[config.mk]
export PLATFORM = sky130hd
export DESIGN_NAME = clk_div_ctrl
export DESIGN_NICKNAME = d
export VERILOG_FILES = /design/src/rtl/clk_div_pkg.sv /design/src/rtl/clk_div_core.sv /design/src/rtl/clk_div_ctrl.sv
export SDC_FILE = /design/constraint.sdc
export NUM_CORES = 1
export LEC_CHECK = 0
export CORE_UTILIZATION = 40
export CTS_BUF_LIST = sky130_fd_sc_hd__clkbuf_2
export CTS_CLUSTER_DIAMETER = 150
export DETAILED_ROUTE_END_ITERATION = 16
export HOLD_SLACK_MARGIN = 0.12
export SLEW_MARGIN = 20
export SYNTH_ARGS = -nofsm -noshare
export SYNTH_HDL_FRONTEND = slang
export SYNTH_SLANG_ARGS = --single-unit
[constraint.sdc]
create_clock -name clk_in -period 10.69 [get_ports clk_in]
set_input_delay 1.069 -clock clk_in [delete_from_list [all_inputs] [get_ports clk_in]]
set_output_delay 1.069 -clock clk_in [all_outputs]
set_load 0.05 [all_outputs]
[src/rtl/clk_div_pkg.sv]
// rtl/clk_div_pkg.sv - shared state encoding and limits for the clock divider controller
package clk_div_pkg;

   typedef enum logic [1:0] {
      IDLE = 2'd0,
      RUN  = 2'd1,
      PEND = 2'd2
   } state_t;

   localparam int MIN_DIV = 2;

endpackage

[src/rtl/clk_div_core.sv]
// rtl/clk_div_core.sv - period counter and registered waveform/tick generator
module clk_div_core
   import clk_div_pkg::*;
#(
   parameter int DIV_W = 8
) (
   input  logic             clk_in,
   input  logic             reset,
   input  logic             run,      // running in the coming cycle
   input  logic [DIV_W-1:0] div,      // divisor in effect in the coming cycle
   output logic             cnt_last, // current cycle is the last of its period
   output logic             clk_out,
   output logic             tick
);

   logic [DIV_W-1:0] cnt;
   logic [DIV_W-1:0] cnt_d;
   logic             run_q;

   // Next count: restart at 0 on entry from idle and after each period end.
   always_comb begin
      cnt_d = '0;
      if (run && run_q && !tick) begin
         cnt_d = cnt + DIV_W'(1);
      end
   end

   // Outputs are computed from the next count so they line up with it.
   always_ff @(posedge clk_in) begin
      if (reset) begin
         cnt     <= '0;
         run_q   <= 1'b0;
         clk_out <= 1'b0;
         tick    <= 1'b0;
      end else begin
         cnt     <= cnt_d;
         run_q   <= run;
         clk_out <= run && (cnt_d >= (div - (div >> 1)));
         tick    <= run && (cnt_d == (div - DIV_W'(1)));
      end
   end

   // The tick already marks the boundary cycle, so the controller reuses it.
   assign cnt_last = tick;

endmodule

[src/rtl/clk_div_ctrl.sv]
// rtl/clk_div_ctrl.sv - divisor handshake, pending register and run/stop FSM
module clk_div_ctrl
   import clk_div_pkg::*;
#(
   parameter int DIV_W       = 8,
   parameter int DEFAULT_DIV = 4
) (
   input  logic             clk_in,
   input  logic             reset,
   input  logic             enable,
   input  logic             cfg_valid,
   input  logic [DIV_W-1:0] cfg_div,
   output logic             cfg_ready,
   output logic             cfg_err,
   output logic [DIV_W-1:0] div_active,
   output logic             busy,
   output logic             clk_out,
   output logic             tick
);

   state_t           state;
   state_t           state_d;
   logic [DIV_W-1:0] div_d;
   logic [DIV_W-1:0] pend_div;
   logic [DIV_W-1:0] pend_d;
   logic             err_d;
   logic             cnt_last;
   logic             xfer;
   logic             legal;

   assign cfg_ready = !reset && (state != PEND);
   assign busy      = (state != IDLE);
   assign xfer      = cfg_valid && cfg_ready;
   assign legal     = (cfg_div >= DIV_W'(MIN_DIV));

   // Next state, divisor and pending value; divisor changes only at a period end.
   always_comb begin
      state_d = state;
      div_d   = div_active;
      pend_d  = pend_div;
      err_d   = xfer && !legal;
      case (state)
         IDLE: begin
            if (xfer && legal) begin
               div_d = cfg_div;
            end
            if (enable) begin
               state_d = RUN;
            end
         end
         RUN: begin
            if (cnt_last) begin
               // A divisor arriving on the boundary itself applies at this wrap.
               if (xfer && legal) begin
                  div_d = cfg_div;
               end
               if (!enable) begin
                  state_d = IDLE;
               end
            end else if (xfer && legal) begin
               pend_d  = cfg_div;
               state_d = PEND;
            end
         end
         PEND: begin
            if (cnt_last) begin
               div_d   = pend_div;
               pend_d  = '0;
               state_d = enable ? RUN : IDLE;
            end
         end
         default: begin
            state_d = IDLE;
         end
      endcase
   end

   // Controller registers; reset discards any pending divisor.
   always_ff @(posedge clk_in) begin
      if (reset) begin
         state      <= IDLE;
         div_active <= DIV_W'(DEFAULT_DIV);
         pend_div   <= '0;
         cfg_err    <= 1'b0;
      end else begin
         state      <= state_d;
         div_active <= div_d;
         pend_div   <= pend_d;
         cfg_err    <= err_d;
      end
   end

   clk_div_core #(
      .DIV_W (DIV_W)
   ) u_core (
      .clk_in   (clk_in),
      .reset    (reset),
      .run      (state_d != IDLE),
      .div      (div_d),
      .cnt_last (cnt_last),
      .clk_out  (clk_out),
      .tick     (tick)
   );

endmodule

Word level (Yosys, flattened, before mapping)
Cells that the tools add are included.
{ "classes": {"add_sub_neg": 3, "magnitude_cmp": 2, "n_eq_ne": 7, "muxes": 16, "reduce_logical": 16} }
{ "ops": {"columns": ["cell", "count"], "rows": [
  ["8-bit two-way mux", 7],
  ["8-bit one-hot mux with 3 select lines", 1],
  ["8-bit one-hot mux with 2 select lines", 1],
  ["2-bit two-way mux", 5],
  ["8-bit by 1-bit adder with 8-bit output, second input constant", 1],
  ["8-bit equality test", 1],
  ["8-bit by 2-bit >= comparator with 1-bit output, second input constant", 1],
  ["8-bit >= comparator", 1],
  ["1-bit logical AND", 8],
  ["8-bit by 1-bit subtractor with 8-bit output, second input constant", 1],
  ["8-bit by 7-bit subtractor with 8-bit output", 1],
  ["2-bit inequality test, second input constant", 3],
  ["2-bit one-hot mux with 3 select lines", 1],
  ["2-bit nonzero test", 3],
  ["4-bit AND reduction", 1],
  ["1-bit logical NOT", 3],
  ["2-bit by 1-bit equality test with 1-bit output, second input constant", 1],
  ["2-bit equality test, second input constant", 1],
  ["2-bit logical NOT", 1],
  ["2-bit by 1-bit inequality test with 1-bit output, second input constant", 1],
  ["1-bit two-way mux", 1]
]} }
{ "totals": {"reg_bits": 30, "elab_cells": 52} }

Depth between registers and ports, before layout
Gate-level depths: netlist (run 1).
{ "logic_depth": {"word_depth": 13, "ltp_mapped": 17} }

Cells and area by module
A second synthesis (run 1) with hierarchy kept.
{ "unflattened": {"cells_unflattened": 263, "hier_area_um2": 2179.6} }
{ "by_module_without_submodules": {"columns": ["mod", "n_inst", "cells_per_inst", "area_per_inst_um2", "seq_area_each_um2"], "rows": [
  ["clk_div_core", 1, 148, 1209.9, 220.2],
  ["clk_div_ctrl", 1, 115, 969.7, 380.4]
]} }

Worst setup path before layout (run 1)
OpenSTA, ideal clock, no wires.
{ "synth_timing": {"path_kind": "input to register", "start": "input port reset", "end": "register u_core.clk_out", "setup_ps": 70, "arrival_ps": 4154, "path_slack_ps": 6466, "stages": 16, "cell_sequence": "nand2b_4 > nor3_4 > a21oi_2 > a222oi_1 > inv_1 > ha_1 > fa_1 > o21bai_1 > a21oi_1 > o21bai_1 > a21oi_1 > xor2_1 > ha_1 > o21ai_0 > a21o_1 > a21oi_1"} }
{ "synth_via": {"elab_cells_between_ends": 17} }
{ "synth_rtl": {"columns": ["element", "line", "text"], "rows": [
  ["start: declaration", "clk_div_ctrl.sv:9", "input logic reset,"],
  ["1-bit logical NOT *", "clk_div_ctrl.sv:31", "assign cfg_ready = !reset && (state != PEND);"],
  ["1-bit logical AND *", "clk_div_ctrl.sv:31", null],
  ["1-bit logical AND *", "clk_div_ctrl.sv:33", "assign xfer = cfg_valid && cfg_ready;"],
  ["1-bit logical AND *", "clk_div_ctrl.sv:44, clk_div_ctrl.sv:54", null],
  ["8-bit two-way mux *", "clk_div_ctrl.sv:44, clk_div_ctrl.sv:54", null],
  ["8-bit two-way mux", "clk_div_ctrl.sv:52", "if (cnt_last) begin"],
  ["8-bit one-hot mux with 3 select lines *", "clk_div_ctrl.sv:42", "case (state)"],
  ["named net div_d[1]", "clk_div_ctrl.sv:23", "logic [DIV_W-1:0] div_d;"],
  ["8-bit by 7-bit subtractor with 8-bit output *", "clk_div_core.sv:38", "clk_out <= run && (cnt_d >= (div - (div >> 1)));"],
  ["8-bit >= comparator *", "clk_div_core.sv:38", null],
  ["1-bit logical AND *", "clk_div_core.sv:38", null],
  ["end signal: assignment", "clk_div_core.sv:38", null],
  ["end: declaration", "clk_div_core.sv:12", "output logic clk_out,"]
]} }
The timed path passes the listed nets; every way through them passes the cells marked *.
A chain may end at the register's enable or synchronous reset.

Final worst setup path (run 1)
Same ends and word-level chain as after synthesis.

==> results of run 1 <==
[how the worst max path moves through the flow]
stage          slack [ns]        endpoint  cells past startpoint  startpoint
2_1_floorplan        6.47  u_core.clk_out                     16       reset
3_3_place_gp         5.53  u_core.clk_out                     18       reset
3_5_place_dp         5.34  u_core.clk_out                     18       reset
4_1_cts              5.74  u_core.clk_out                     18       reset
5_1_grt              5.38  u_core.clk_out                     18       reset
6_report             5.73  u_core.clk_out                     18       reset
[state kept, by name, indices dropped and copies added, names as in the netlist]
register         count
u_core.run_q         1
cfg_err              1
div_active           8
u_core.clk_out       1
u_core.cnt           8
state                2
pend_div             8
u_core.cnt_last      1
[through the flow]
stage	cells	hold WS [ns]	utilization	power, mW
after detailed placement	346	0.449	0.476	0.215
after floorplan	259	0.431	-	0.191
after global routing	354	0.479	0.484	0.290
final	354	0.471	0.484	0.269
after CTS	354	0.470	0.484	0.273
after global placement	346	0.439	0.476	0.214
[cells in the final DEF (no fill, tap or decap), drive strengths merged, types with 2 or more instances in the layout]
| cell type | synthesis | routed |
|---|---|---|
| dfxtp | 30 | 30 |
| ha | 24 | 24 |
| clkdlybuf4s50 | 0 | 24 |
| nor2 | 24 | 24 |
| a21oi | 22 | 22 |
| inv | 19 | 19 |
| nand2 | 17 | 17 |
| nand3 | 15 | 15 |
| nor3 | 12 | 12 |
| o21ai | 9 | 9 |
| xnor2 | 9 | 9 |
| nand2b | 9 | 9 |
| or3 | 6 | 6 |
| xor2 | 5 | 5 |
| clkbuf | 5 | 5 |
| a21o | 5 | 5 |
| o211ai | 4 | 4 |
| and2 | 3 | 3 |
| nor2b | 3 | 3 |
| a32oi | 2 | 2 |
| nand3b | 2 | 2 |
| a22oi | 2 | 2 |
| a222oi | 2 | 2 |
| nand4 | 2 | 2 |
| o21bai | 2 | 2 |
| mux2i | 2 | 2 |
| or4 | 2 | 2 |
| a211oi | 2 | 2 |
| buf | 4 | 2 |
| a22o | 2 | 2 |
| clkinv | 0 | 2 |
[power by group]
| group | internal (mW) | leakage [nW] | switching (mW) |
|---|---|---|---|
| Sequential | 0.115 | 0.243 | 0.00314 |
| Clock | 0.0149 | 0.0264 | 0.0415 |
| Combinational | 0.0413 | 0.750 | 0.0526 |
| Total | 0.172 | 1.02 | 0.0973 |
[cell type report]
class / instances / area, µm²
multi-input combinational: 201 / 1430
sequential: 30 / 601
inverter: 19 / 71.3
clock inverter: 3 / 16.3
fill: 548 / 2650
clock buffer: 5 / 25.0
timing repair buffer: 26 / 255
tap: 70 / 87.6
[per-layer routing]
| metal | vias to the layer above | track usage | share of wire |
|---|---|---|---|
| met5 | - | 0 | 0 |
| met4 | 0 | 0.0617 | 0.0094 |
| met3 | 5 | 0.0428 | 0.038 |
| met2 | 29 | 0.279 | 0.41 |
| met1 | 844 | 0.290 | 0.54 |
| li1 | 966 | - | - |
[cells in the mapped netlist (2+ instances only)]
library cell,instances
dfxtp_1,30
o21bai_1,2
a22oi_1,2
buf_2,3
nand2_1,17
nand3b_1,2
a32oi_1,2
a21o_1,4
or3_1,6
inv_1,19
xnor2_1,9
nand2b_1,8
o21ai_0,9
nand4_1,2
nor2b_1,2
ha_1,24
a222oi_1,2
clkbuf_1,5
nor2_1,22
mux2i_1,2
nor3_1,10
a211oi_1,2
nand3_1,15
a21oi_1,21
and2_1,2
or4_1,2
xor2_1,5
o211ai_1,4
[worst max-delay path: stages]
cell and delay, ns:
clkdlybuf4s50_1 0.40, buf_4 0.23, nand2b_4 0.19, nor3_4 0.38
a21oi_2 0.15, a222oi_1 0.80, inv_1 0.16, ha_1 0.27
fa_1 0.41, o21bai_1 0.14, a21oi_1 0.10, o21bai_1 0.13
a21oi_1 0.09, xor2_1 0.14, ha_1 0.27, o21ai_0 0.07
a21o_1 0.15, a21oi_1 0.11
[cell families after synthesis]
logic type,after synthesis,synth area share
AND/OR/NAND/NOR,99,0.246
AO/OA/AOI/OAI,59,0.183
flip-flops,30,0.280
buffers and inverters,28,0.0525
adder cells (fa/ha/maj),25,0.149
XOR/XNOR,16,0.0788
multiplexers,2,0.00934
==> impl_summary.log, run 1 <==
[metrics] synth unique cells: 54
[metrics] Slew Viols, Final: 0
[metrics] All-Layer GR Usage: 0.196
[metrics] growth of design area from synthesis to finish: 16.0%
[metrics] Yosys reg bits: 30
[metrics] number of buffers inserted by post-CTS setup repair: 0
[metrics] routed wirelength normalized by instance count: 14.1 µm
[metrics] leak pwr: around 1.0 nW
[metrics] DPL Wire Length: about 3900 µm
[metrics] mean cell area of the mapped netlist: a little over 8 µm²
[metrics] number of remaining DRC errors: 0
[metrics] # H-tree levels: 2
[metrics] final worst-path cycle share: 0.464
[metrics] antenna diode count: 0
[metrics] via count: about 1,800
[metrics] maximum frequency from static timing analysis: roughly 0.2 GHz
[metrics] clock root buffer master: clkbuf_2
[metrics] measured slew at the worst slew-check pin: between 0.9 and 1 ns
[metrics] starting DRC count in detailed routing: approximately 110
[metrics] final net count: 320
[metrics] endpoints failing setup: 0
[metrics] type of destination of the critical path: flop
[metrics] Synth Warn #: 0
[metrics] Worst Clk Skew: 0.0222 ns
[metrics] post-layout minimum cycle time: 4.96 ns
[metrics] library cell occupying the most area in the post-synthesis netlist: dfxtp_1
[metrics] global-route wire length before repair: a little over 8000 µm
[metrics] TritonCTS clock tree: done
[metrics] combined area of all synthesized cells: 2140 µm²
[metrics] # hold bufs at CTS: 0
[metrics] cells taking the most area after synthesis: dfxtp_1 28%, ha_1 14%, a21oi_1 4.9%, nor2_1 3.9%, xnor2_1 3.7%
[metrics] Critical Path AT: around 5.3 ns
[metrics] share of flip-flops with an asynchronous set or reset after synthesis: 0
[metrics] global-route congestion overflow total: 0
[metrics] number of nets with antenna violations after routing: 0
[metrics] Die Outline Area: 5660 µm²
[metrics] total number of placement rows: 26
[metrics] post-cts resize count: 0
[metrics] maximum count of clock buffers along a single path: 2
[metrics] status: complete, no violations
[metrics] internal reg-to-reg setup slack: around 6.3 ns
[metrics] Fin. Hold Viols: 0
[metrics] normalized max-slew margin: 0.380
[metrics] Placement Setup Slack: approximately 5.3 ns
[metrics] DRT Pass-1 Iters: 4
[metrics] path type of the worst min-delay path: reg -> reg
[metrics] count of flip-flops with a built-in enable after synthesis: 0
[metrics] final routed wirelength across all metal layers: about 5000 µm
[metrics] placeable core area: 5140 µm²
[metrics] total CTS buffers: 5
[metrics] critical path required time: between 10 and 15 ns
[metrics] Via-to-Cell Ratio: between 5 and 6
[metrics] Final TNS setup: 0 ns
[metrics] Final GP Congestion: roughly 0.84
[metrics] fraction of final layout cells with drive strength greater than 1: 0.0704
[metrics] start point of the worst hold path: pend_div[3]
[metrics] placement-stage cell area: 2440 µm²
[metrics] depth of the most critical reg-to-reg path: 16
[metrics] total non-filler cell area in the finished layout: 2490 µm²
[metrics] VDD IR-drop max: 0.0521 mV
[metrics] vertical extent of the die: approximately 75 µm
[metrics] Seq/Total Area, Yosys: 0.280
[metrics] worst reg2reg endpoint: u_core.clk_out
[metrics] reg-to-reg startpoint: state[1]
[metrics] startpoint kind of the worst setup timing path: input port
[metrics] Setup WS post-layout: roughly 5.7 ns
[metrics] primary flip-flop cell chosen by synthesis mapping: dfxtp_1
[metrics] RSZ-0062 raised after global routing: no
[metrics] Yosys top cell area share: 0.280
[metrics] post-synthesis net count: between 200 and 300
[metrics] type of the worst setup path: in -> reg
[metrics] Initial Util: 0.417
[metrics] Min-Delay Endpoint: pend_div[3]
[metrics] number of antenna violations at the first check in global routing: 0
[metrics] port bufs: 24
[metrics] Power Dens Cells: between 100 and 150 nW/µm²
[metrics] clock net sink count: 30
[metrics] max-capacitance violation count: 0
[metrics] Die X: 75.2 µm
[metrics] synthesized netlist cell count: approximately 260
[metrics] source-to-sink clock delay at the later pin of the worst-skew pair: roughly 0.37 ns
[metrics] vias in the first global route: approximately 1,700
[metrics] clock-pin transition on the worst setup and hold timing paths: around 0.16 ns
[metrics] worst-path fanout max: 29
[metrics] largest net degree at the start of global routing: 30
[metrics] hold path depth: 2
[metrics] top-level I/O count: 25
Power figures use the tool's default switching activity.
==> inputs of run 2 (changes only) <==
==> constraint.sdc (replaced) <==
create_clock -name clk_in -period 4.4 [get_ports clk_in]
set_input_delay 0.44 -clock clk_in [delete_from_list [all_inputs] [get_ports clk_in]]
set_output_delay 0.44 -clock clk_in [all_outputs]
set_load 0.05 [all_outputs]
==> run 2 against run 1 <==
Effect of this change: clock skew is 0.0046 ns lower; first-iteration DRC count is 15% lower; clock-buffer cell count did not move; largest power group unchanged; hold slack worse by 0.0038 ns; wire length is 1.7% higher; core utilization increased by 0.19 points; power grew 140%.
==> impl_summary.log, run 2 (same netlist as run 1, synthesis figures left out) <==
[metrics] type of destination of the critical path: flop
[metrics] DRT Pass-1 Iters: 4
[metrics] Slew Viols, Final: 0
[metrics] placement-stage cell area: 2470 µm²
[metrics] fraction of final layout cells with drive strength greater than 1: 0.0737
[metrics] worst-path fanout max: 10
[metrics] combinational power share: 0.363
[metrics] hold path depth: 2
[metrics] type of the worst setup path: in -> reg
[metrics] status: complete, no violations
[metrics] post-layout total power: approximately 0.64 mW
[metrics] global-route wire length before repair: around 8200 µm
[metrics] Final Core Density: 0.486
[metrics] Via-to-Cell Ratio: 5.32
[metrics] # H-tree levels: 2
[metrics] registers with the most flip-flops: div_active: 8 flops, pend_div: 8 flops, u_core.cnt: 8 flops
[metrics] antenna diode count: 0
[metrics] placeable core area: slightly above 5000 µm²
[metrics] vertical extent of the die: approximately 75 µm
[metrics] total non-filler cell area in the finished layout: between 2000 and 2500 µm²
[metrics] growth of design area from synthesis to finish: 16.5%
[metrics] cell at the slowest stage of the critical path: clkdlybuf4s50_1
[metrics] number of cells on the critical path: 17
[metrics] port bufs: 24
[metrics] Fin. Hold Viols: 0
[metrics] number of antenna violations at the first check in global routing: 0
[metrics] sum of buffers and inverters on the critical path: 2
[metrics] source-to-sink clock delay at the later pin of the worst-skew pair: around 0.36 ns
[metrics] critical path required time: 4.69 ns
[metrics] most frequent cell on the critical path: a21oi_1
[metrics] number of remaining DRC errors: 0
[metrics] post-cts resize count: 0
[metrics] depth of the most critical reg-to-reg path: 16
[metrics] top-level I/O count: 25
[metrics] clock root buffer master: clkbuf_2
[metrics] routed wirelength normalized by instance count: roughly 14 µm
[metrics] Die X: ~75 µm
[metrics] Die Outline Area: between 5000 and 6000 µm²
[metrics] DPL Wire Length: roughly 4000 µm
[metrics] top library cells by usage in the layout, fill and taps aside: 30 x dfxtp_1, 24 x ha_1, 24 x clkdlybuf4s50_1
[metrics] Final TNS setup: 0 ns
[metrics] final worst-path cycle share: 0.815
[metrics] normalized max-slew margin: 0.566
[metrics] switch share: 0.355
[metrics] number of instances in the placed design: between 300 and 400
[metrics] global-route congestion overflow total: 0
[metrics] largest net degree at the start of global routing: 29
[metrics] post-layout minimum cycle time: about 3.6 ns
[metrics] VDD IR-drop max: around 0.14 mV
[metrics] count of fill cells added during filler insertion: about 560
[metrics] number of buffers inserted by post-CTS setup repair: 0
[metrics] final routed wirelength across all metal layers: about 5100 µm
[metrics] number of nets with antenna violations after routing: 0
[metrics] via count: around 1,900
[metrics] clock-pin transition on the worst setup and hold timing paths: between 0.15 and 0.2 ns
[metrics] TritonCTS clock tree: done
[metrics] Psw: around 0.23 mW
[metrics] maximum frequency from static timing analysis: 0.279 GHz
[metrics] endpoints failing setup: 0
[metrics] starting DRC count in detailed routing: 97
[metrics] maximum count of clock buffers along a single path: 2
[metrics] Initial Util: 0.417
[metrics] measured slew at the worst slew-check pin: 0.652 ns
[metrics] Final GP Congestion: between 0.7 and 0.8
[metrics] All-Layer GR Usage: 0.195
[metrics] Critical Path AT: 3.88 ns
[metrics] cell class contributing the biggest share of worst-path delay: compound AO/OA/AOI/OAI gates
[metrics] most common cell after layout, fill and taps aside: dfxtp_1
[metrics] max-capacitance violation count: 0
[metrics] internal reg-to-reg setup slack: 0.85 ns
[metrics] total number of placement rows: 26
[metrics] Worst Clk Skew: ~0.018 ns
[metrics] cell internal power dissipation: 0.415 mW
[metrics] vias in the first global route: about 1,700
[metrics] Slowest Stage Delay on Critical Path: ~0.43 ns
[metrics] final net count: 323
[metrics] startpoint kind of the worst setup timing path: input port
[metrics] total CTS buffers: 5
[metrics] Power Dens Cells: between 200 and 300 nW/µm²
[metrics] RSZ-0062 raised after global routing: no
[metrics] clock net sink count: 30
[metrics] non-filler cells, final: ~360
[metrics] list of cells traversed by the critical path: clkdlybuf4s50_1 -> nand2b_4 -> nor3_4 -> a21oi_2 -> a222oi_1 -> inv_1 -> ha_1 -> fa_1 -> o21bai_1 -> a21oi_1 -> o21bai_1 -> a21oi_1 -> xor2_1 -> ha_1 -> o21ai_0 -> a21o_1 -> a21oi_1
[metrics] portion of total power attributed to the clock network: 0.190
[metrics] leak pwr: between 1 and 1.5 nW
[metrics] path type of the worst min-delay path: reg -> reg
[metrics] # hold bufs at CTS: 0
[metrics] proportion of power drawn by flip-flops and latches: 0.448
## run 2: cell count changes in the layout (fill, tap and decap cells not counted), sizes merged
cell      previous run  this run
buf                  2         5
clkinvlp             1         0
clkinv               2         1
## run 2: worst min-delay path, delay by kind of cell (launching register included)
family	cells	cell delay, ns
flops	1	0.34
simple gates	1	0.05
compound gates	1	0.05
## run 2: path summary, 6_finish.rpt
path / start / to
setup / recovery: reset / u_core.clk_out
hold / removal: pend_div[6] / pend_div[6]
setup reg to reg: state[1] / u_core.clk_out
hold reg to reg: pend_div[6] / pend_div[6]
## run 2: layout make-up
type | count | area (µm²) | area share
well taps | 70 | 87.6 | 0.0351
repair buffers | 29 | 278 | 0.111
inverters | 19 | 71.3 | 0.0286
multi-input cells | 201 | 1430 | 0.573
flip-flops and latches | 30 | 601 | 0.241
clock inverters | 1 | 3.75 | 0.00150
clock buffers | 5 | 25.0 | 0.0100
## run 2: routing by layer
metal	wire length, µm	track usage	share of wire
met5	0	0	0
met4	55	0.0514	0.011
met3	204	0.0469	0.040
met2	2190	0.280	0.43
met1	2630	0.290	0.52
## run 2: metrics by stage
stage	setup WS, ns	hold slack [ns]
after global placement	0.526	0.445
after global routing	0.545	0.493
after CTS	0.837	0.467
after detailed placement	0.472	0.447
final	0.813	0.467
after floorplan	0.555	0.431
## run 2: power groups by stage
stage | sequential [mW] | combinational [mW] | clock [mW]
final | 0.288 | 0.233 | 0.122
after global routing | 0.289 | 0.262 | 0.141
after CTS | 0.288 | 0.235 | 0.127
after detailed placement | 0.294 | 0.234 | 0
after global placement | 0.294 | 0.232 | 0
after floorplan | 0.304 | 0.161 | 0
